==> config.mk <==
export PLATFORM = sky130hd
export DESIGN_NAME = aircon_mode_ctrl
export DESIGN_NICKNAME = d
export VERILOG_FILES = /design/src/rtl/aircon_mode_ctrl.sv
export SDC_FILE = /design/constraint.sdc
export NUM_CORES = 1
export LEC_CHECK = 0
export ABC_AREA = 1
export BUFFER_PORTS_ARGS = -buffer_cell sky130_fd_sc_hd__buf_2
export CORE_MARGIN = 2
export CORE_UTILIZATION = 35
export DETAILED_ROUTE_END_ITERATION = 8
export GPL_TIMING_DRIVEN = 1
export PLACE_DENSITY = 0.57
export SYNTH_ARGS = -nofsm -noshare
export SYNTH_HDL_FRONTEND = slang
export SYNTH_SLANG_ARGS = --single-unit
==> constraint.sdc <==
create_clock -name Clk -period 2 [get_ports Clk]
set_input_delay 0.2 -clock Clk [delete_from_list [all_inputs] [get_ports Clk]]
set_output_delay 0.2 -clock Clk [all_outputs]
set_load 0.01 [all_outputs]
==> src/rtl/aircon_mode_ctrl.sv <==
// Aircon mode controller: button sync/debounce, 5-state mode FSM, turbo timer and
// compressor guard. Optional idle auto-off is enabled by defining AIRCON_AUTO_OFF_EN.
module aircon_mode_ctrl #(
    parameter int unsigned DEB_CYCLES   = 4,
    parameter int unsigned TURBO_CYCLES = 16,
    parameter int unsigned COMP_GUARD   = 8,
    parameter int unsigned IDLE_CYCLES  = 64
) (
    input  logic       Clk,
    input  logic       Rst_N,
    input  logic       Up_Btn_In,
    input  logic       Dn_Btn_In,
    input  logic       Off_Btn_In,
    input  logic       Turbo_Btn_In,
    output logic [3:0] Thermo_Out,
    output logic       Turbo_Out,
    output logic       Guard_Out
);

    // Encodings equal the display codes, so the outputs come straight from flops.
    typedef enum logic [3:0] {
        StOff      = 4'b0000,
        StLowFan   = 4'b0001,
        StHighFan  = 4'b0010,
        StLowCool  = 4'b0100,
        StHighCool = 4'b1000
    } state_e;

    localparam logic [7:0] DebMax   = 8'(DEB_CYCLES);
    localparam logic [7:0] TurboMax = 8'(TURBO_CYCLES);
    localparam logic [7:0] GuardMax = 8'(COMP_GUARD);

    function automatic logic is_cool(input state_e s);
        return (s == StLowCool) || (s == StHighCool);
    endfunction

    // Button index: 0 up, 1 down, 2 off, 3 turbo.
    logic [3:0]      raw;
    logic [3:0]      sync1_q, sync2_q, ev_q;
    logic [3:0][7:0] deb_q;

    assign raw = {Turbo_Btn_In, Off_Btn_In, Dn_Btn_In, Up_Btn_In};

    always_ff @(posedge Clk or negedge Rst_N) begin
        if (!Rst_N) begin
            sync1_q <= '0;
            sync2_q <= '0;
            ev_q    <= '0;
            deb_q   <= '0;
        end else begin
            sync1_q <= raw;
            sync2_q <= sync1_q;
            for (int i = 0; i < 4; i++) begin
                // Pulse on the edge the counter reaches DebMax; it then saturates.
                ev_q[i] <= sync2_q[i] && (deb_q[i] == DebMax - 8'd1);
                if (!sync2_q[i]) begin
                    deb_q[i] <= '0;
                end else if (deb_q[i] != DebMax) begin
                    deb_q[i] <= deb_q[i] + 8'd1;
                end
            end
        end
    end

    logic up_ev, dn_ev, off_ev, turbo_ev;
    assign up_ev    = ev_q[0];
    assign dn_ev    = ev_q[1];
    assign off_ev   = ev_q[2];
    assign turbo_ev = ev_q[3];

    state_e     state_q, state_d;
    logic       turbo_q, turbo_d;
    logic [7:0] tcnt_q, tcnt_d;
    logic [7:0] guard_q, guard_d;
    logic       guard_on_q;
    logic       go_off;

`ifdef AIRCON_AUTO_OFF_EN
    localparam logic [15:0] IdleMax = 16'(IDLE_CYCLES);
    logic [15:0] idle_q, idle_d;
    logic        any_ev;
`else
    logic [15:0] unused_idle;
    assign unused_idle = 16'(IDLE_CYCLES);
`endif

    always_ff @(posedge Clk or negedge Rst_N) begin
        if (!Rst_N) begin
            state_q    <= StOff;
            turbo_q    <= 1'b0;
            tcnt_q     <= '0;
            guard_q    <= '0;
            guard_on_q <= 1'b0;
`ifdef AIRCON_AUTO_OFF_EN
            idle_q     <= '0;
`endif
        end else begin
            state_q    <= state_d;
            turbo_q    <= turbo_d;
            tcnt_q     <= tcnt_d;
            guard_q    <= guard_d;
            guard_on_q <= (guard_d != 8'd0);
`ifdef AIRCON_AUTO_OFF_EN
            idle_q     <= idle_d;
`endif
        end
    end

    always_comb begin
        state_d = state_q;
        turbo_d = turbo_q;
        tcnt_d  = tcnt_q;
        guard_d = guard_q;
        go_off  = off_ev;
`ifdef AIRCON_AUTO_OFF_EN
        any_ev = |ev_q;
        idle_d = idle_q;
        if (state_q != StOff && idle_q != 16'd0) idle_d = idle_q - 16'd1;
        // Entering a non-OFF state always needs an event, so this also covers entry reload.
        if (any_ev) idle_d = IdleMax;
        if (!any_ev && state_q != StOff && idle_q <= 16'd1) go_off = 1'b1;
`endif
        if (guard_q != 8'd0) guard_d = guard_q - 8'd1;
        if (turbo_q) begin
            if (tcnt_q <= 8'd1) begin
                turbo_d = 1'b0;
                tcnt_d  = '0;
            end else begin
                tcnt_d = tcnt_q - 8'd1;
            end
        end

        if (go_off) begin
            state_d = StOff;
        end else if (up_ev ^ dn_ev) begin
            if (up_ev) begin
                unique case (state_q)
                    StOff:     state_d = StLowFan;
                    StLowFan:  state_d = StHighFan;
                    StHighFan: if (guard_q == 8'd0) state_d = StLowCool;
                    StLowCool: state_d = StHighCool;
                    default:   state_d = state_q;
                endcase
            end else begin
                unique case (state_q)
                    StHighCool: state_d = StLowCool;
                    StLowCool:  state_d = StHighFan;
                    StHighFan:  state_d = StLowFan;
                    StLowFan:   state_d = StOff;
                    default:    state_d = state_q;
                endcase
            end
        end

        if (state_d == StOff) begin
            turbo_d = 1'b0;
            tcnt_d  = '0;
        end else if (turbo_ev) begin
            turbo_d = !turbo_q;
            tcnt_d  = turbo_q ? 8'd0 : TurboMax;
        end

        if (is_cool(state_q) && !is_cool(state_d)) guard_d = GuardMax;
    end

    always_comb begin
        Thermo_Out = state_q;
        Turbo_Out  = turbo_q;
        Guard_Out  = guard_on_q;
    end

endmodule

==> impl_metrics.json <==
{
  "regArea_um2": 1650,
  "crit_chain": "inv_1 -> ha_4 -> nand2_1 -> nor2_4 -> nand2_1 -> a21oi_2 -> nor2_2 -> nor2_2 -> nand3_2 -> nand2_4 -> nand3_2 -> clkinv_1 -> nand3_1",
  "r2r_slack_ns": 0.17,
  "holdPathEnd": "sync2_q[2]",
  "synthArstFlopShare": 1.00,
  "rr_startpoint": "guard_q[1]",
  "grt_max_degree": 67,
  "dieArea_um2": 10300,
  "fill_cells": 932,
  "h-tree-depth": 3,
  "dp_hpwl_um": 4410,
  "numCtsBuffers": 9,
  "cp.required_ns": 2.21,
  "netlist_area_um2": 3320,
  "hold_path.class": "reg -> reg",
  "path_buf_inv": 2,
  "endpoint_kind": "register",
  "rsz0062_at_grt": "no",
  "syn_avg_cell_area_um2": 8.48,
  "synth_ff_type": "dfrtp_1",
  "min-delay-start": "sync1_q[2]",
  "synth_cell_type_count": 36,
  "yosysWarnings": 0,
  "drt_first_pass_iters": 4,
  "cpPeakStageDelay_ns": 0.37,
  "cts.sinks": 66,
  "port_buffers": 11,
  "ys_seq_area_frac": 0.498,
  "post-route-period-util": 0.917,
  "maxCapViolCount": 0,
  "multiInputGateArea_um2": 1430,
  "critPathTopFamily": "simple AND/OR/NAND/NOR gates",
  "drc": 0,
  "critPathMaxFanout": 5,
  "critPathSlowestCell": "dfrtp_1",
  "clk_pin_slew_ns": 0.07,
  "cp-start-kind": "register",
  "synthCells": 391,
  "setup_viol": 0,
  "drtIter0Drc": 136,
  "fin_nets": 438,
  "cts-root-buf": "clkbuf_8",
  "period_minus_slack_ns": 1.83,
  "ir_drop_uv": 430,
  "slew_headroom": 0.680,
  "grt_pass1_wl_um": 11200,
  "core_um2": 9200,
  "vias": 2610,
  "clk_latency_ns": 0.33,
  "diodes": 0,
  "fp.dieH_um": 101,
  "hold_viol_final": 0,
  "pre_cts_ws_ns": 0.0974,
  "grt_pass1_vias": 2618,
  "p_leak_nw": 1.83,
  "layout_commonest_cell": "dfrtp_1",
  "antenna_found_initial": 0,
  "clock.fmax_mhz": 545,
  "syn_nets": 408,
  "ios": 12,
  "mostFrequentLayoutCells": "dfrtp_1, nand2_1, inv_1, nor2_1, a21oi_1",
  "grt_overflow_total": 0,
  "gp_congestion": 0.860,
  "wire_per_inst_um": 11.5,
  "die_w_um": 101,
  "initial_core_util": 0.361,
  "arrival_ns": 2.04,
  "rows": 35,
  "outcome": "finished, final reports clean",
  "cts_setup_buffers": 0,
  "ant_nets": 0,
  "viasPerCell": 4.87,
  "cts_tree": "built",
  "worstSetupPathType": "reg -> reg",
  "worst_slack_ns": 0.167,
  "wl_um": 6140,
  "grt_usage": 0.134,
  "clockBufferDepth": 2,
  "synth_edf_count": 0,
  "tightest_slew_ns": 0.479,
  "r2r_end": "Guard_Out",
  "holdPathStages": 0,
  "powerDensity_nw_per_um2": 1170,
  "dpl_cell_area_um2": 3550,
  "final_util": 0.415,
  "fin_skew_ns": 0.00879,
  "area.growth.synth_to_final_pct": 14.9,
  "maxSlewViolCount": 0,
  "rr_worst_depth": 13,
  "tns_ns": 0,
  "finish.instance_area_um2": 3810,
  "drive_gt1_frac": 0.141,
  "ys_ff_latch": 66
}
[metal layers]
layer / wire length, um / track usage / up-vias
li1: - / - / 1354
met1: 3040 / 0.165 / 1224
met2: 2830 / 0.227 / 23
met3: 192 / 0.0262 / 9
met4: 73 / 0.0613 / 0
met5: 0 / 0 / -
[worst reg2reg max path, cell delays in order (launching register included)]
cell	delay (ns)
dfrtp_1	0.37
inv_1	0.12
ha_4	0.17
nand2_1	0.08
nor2_4	0.15
nand2_1	0.09
a21oi_2	0.14
nor2_2	0.06
nor2_2	0.13
nand3_2	0.11
nand2_4	0.10
nand3_2	0.06
clkinv_1	0.05
nand3_1	0.07
[per-stage QoR]
stage | hold slack (ns) | instances | total power [mW]
2_1_floorplan | -0.0956 | 391 | 2.94
6_report | 0.352 | 536 | 4.48
3_3_place_gp | 0.247 | 516 | 3.30
5_1_grt | 0.355 | 536 | 4.85
4_1_cts | 0.354 | 536 | 4.49
3_5_place_dp | 0.250 | 516 | 3.32
[state kept, by name, summed over array words and instances (netlist names)]
name,count
sync2_q,4
deb_q,32
guard_q,8
ev_q,4
Thermo_Out,4
Guard_Out,1
tcnt_q,8
Turbo_Out,1
sync1_q,4
[cells in the mapped netlist, types with 7 or more instances]
master / n / area share
a21oi_1: 26 / 0.039
inv_1: 56 / 0.063
ha_1: 11 / 0.041
nor4_1: 7 / 0.013
nand2_1: 59 / 0.067
nand4_1: 8 / 0.015
nand3_1: 17 / 0.026
nor2_1: 39 / 0.044
inv_2: 10 / 0.011
dfrtp_1: 66 / 0.50
o21ai_0: 22 / 0.033
nor3_1: 16 / 0.024
[worst max path at each step]
stage               start         to  depth (start not counted)
2_1_floorplan  guard_q[0]  Guard_Out                         15
3_3_place_gp   guard_q[0]  Guard_Out                         15
3_5_place_dp   guard_q[0]  Guard_Out                         15
4_1_cts        guard_q[0]  Guard_Out                         13
5_1_grt        guard_q[1]  Guard_Out                         15
6_report       guard_q[1]  Guard_Out                         13
[final cells by class]
cell class | instances | area share
Clock buffer | 13 | 0.0443
Sequential cell | 66 | 0.433
Inverter | 67 | 0.0660
Multi-Input combinational cell | 258 | 0.374
Tap cell | 111 | 0.0364
Clock inverter | 2 | 0.00919
Timing Repair Buffer | 19 | 0.0368
[cells by family after synthesis]
group,share of synthesized area
AND/OR/NAND/NOR,0.245
XOR/XNOR,0.0211
adder cells (fa/ha/maj),0.0415
flip-flops,0.498
buffers and inverters,0.0758
AO/OA/AOI/OAI,0.119
[power by group]
group / total (mW) / switching (mW) / internal, mW
registers: 1.78 / 0.224 / 1.56
clock network: 1.14 / 0.474 / 0.670
logic: 1.55 / 0.966 / 0.585
total: 4.48 / 1.66 / 2.81
[what timing repair did]
| action | CTS | global route |
|---|---|---|
| endpoints found under the setup margin | 0 | 13 |
| gates resized for setup | 0 | 3 |
| hold buffers | 5 | 0 |
| endpoints found under the hold margin | 70 | 0 |
No activity file was read; power rests on OpenSTA's default activity.
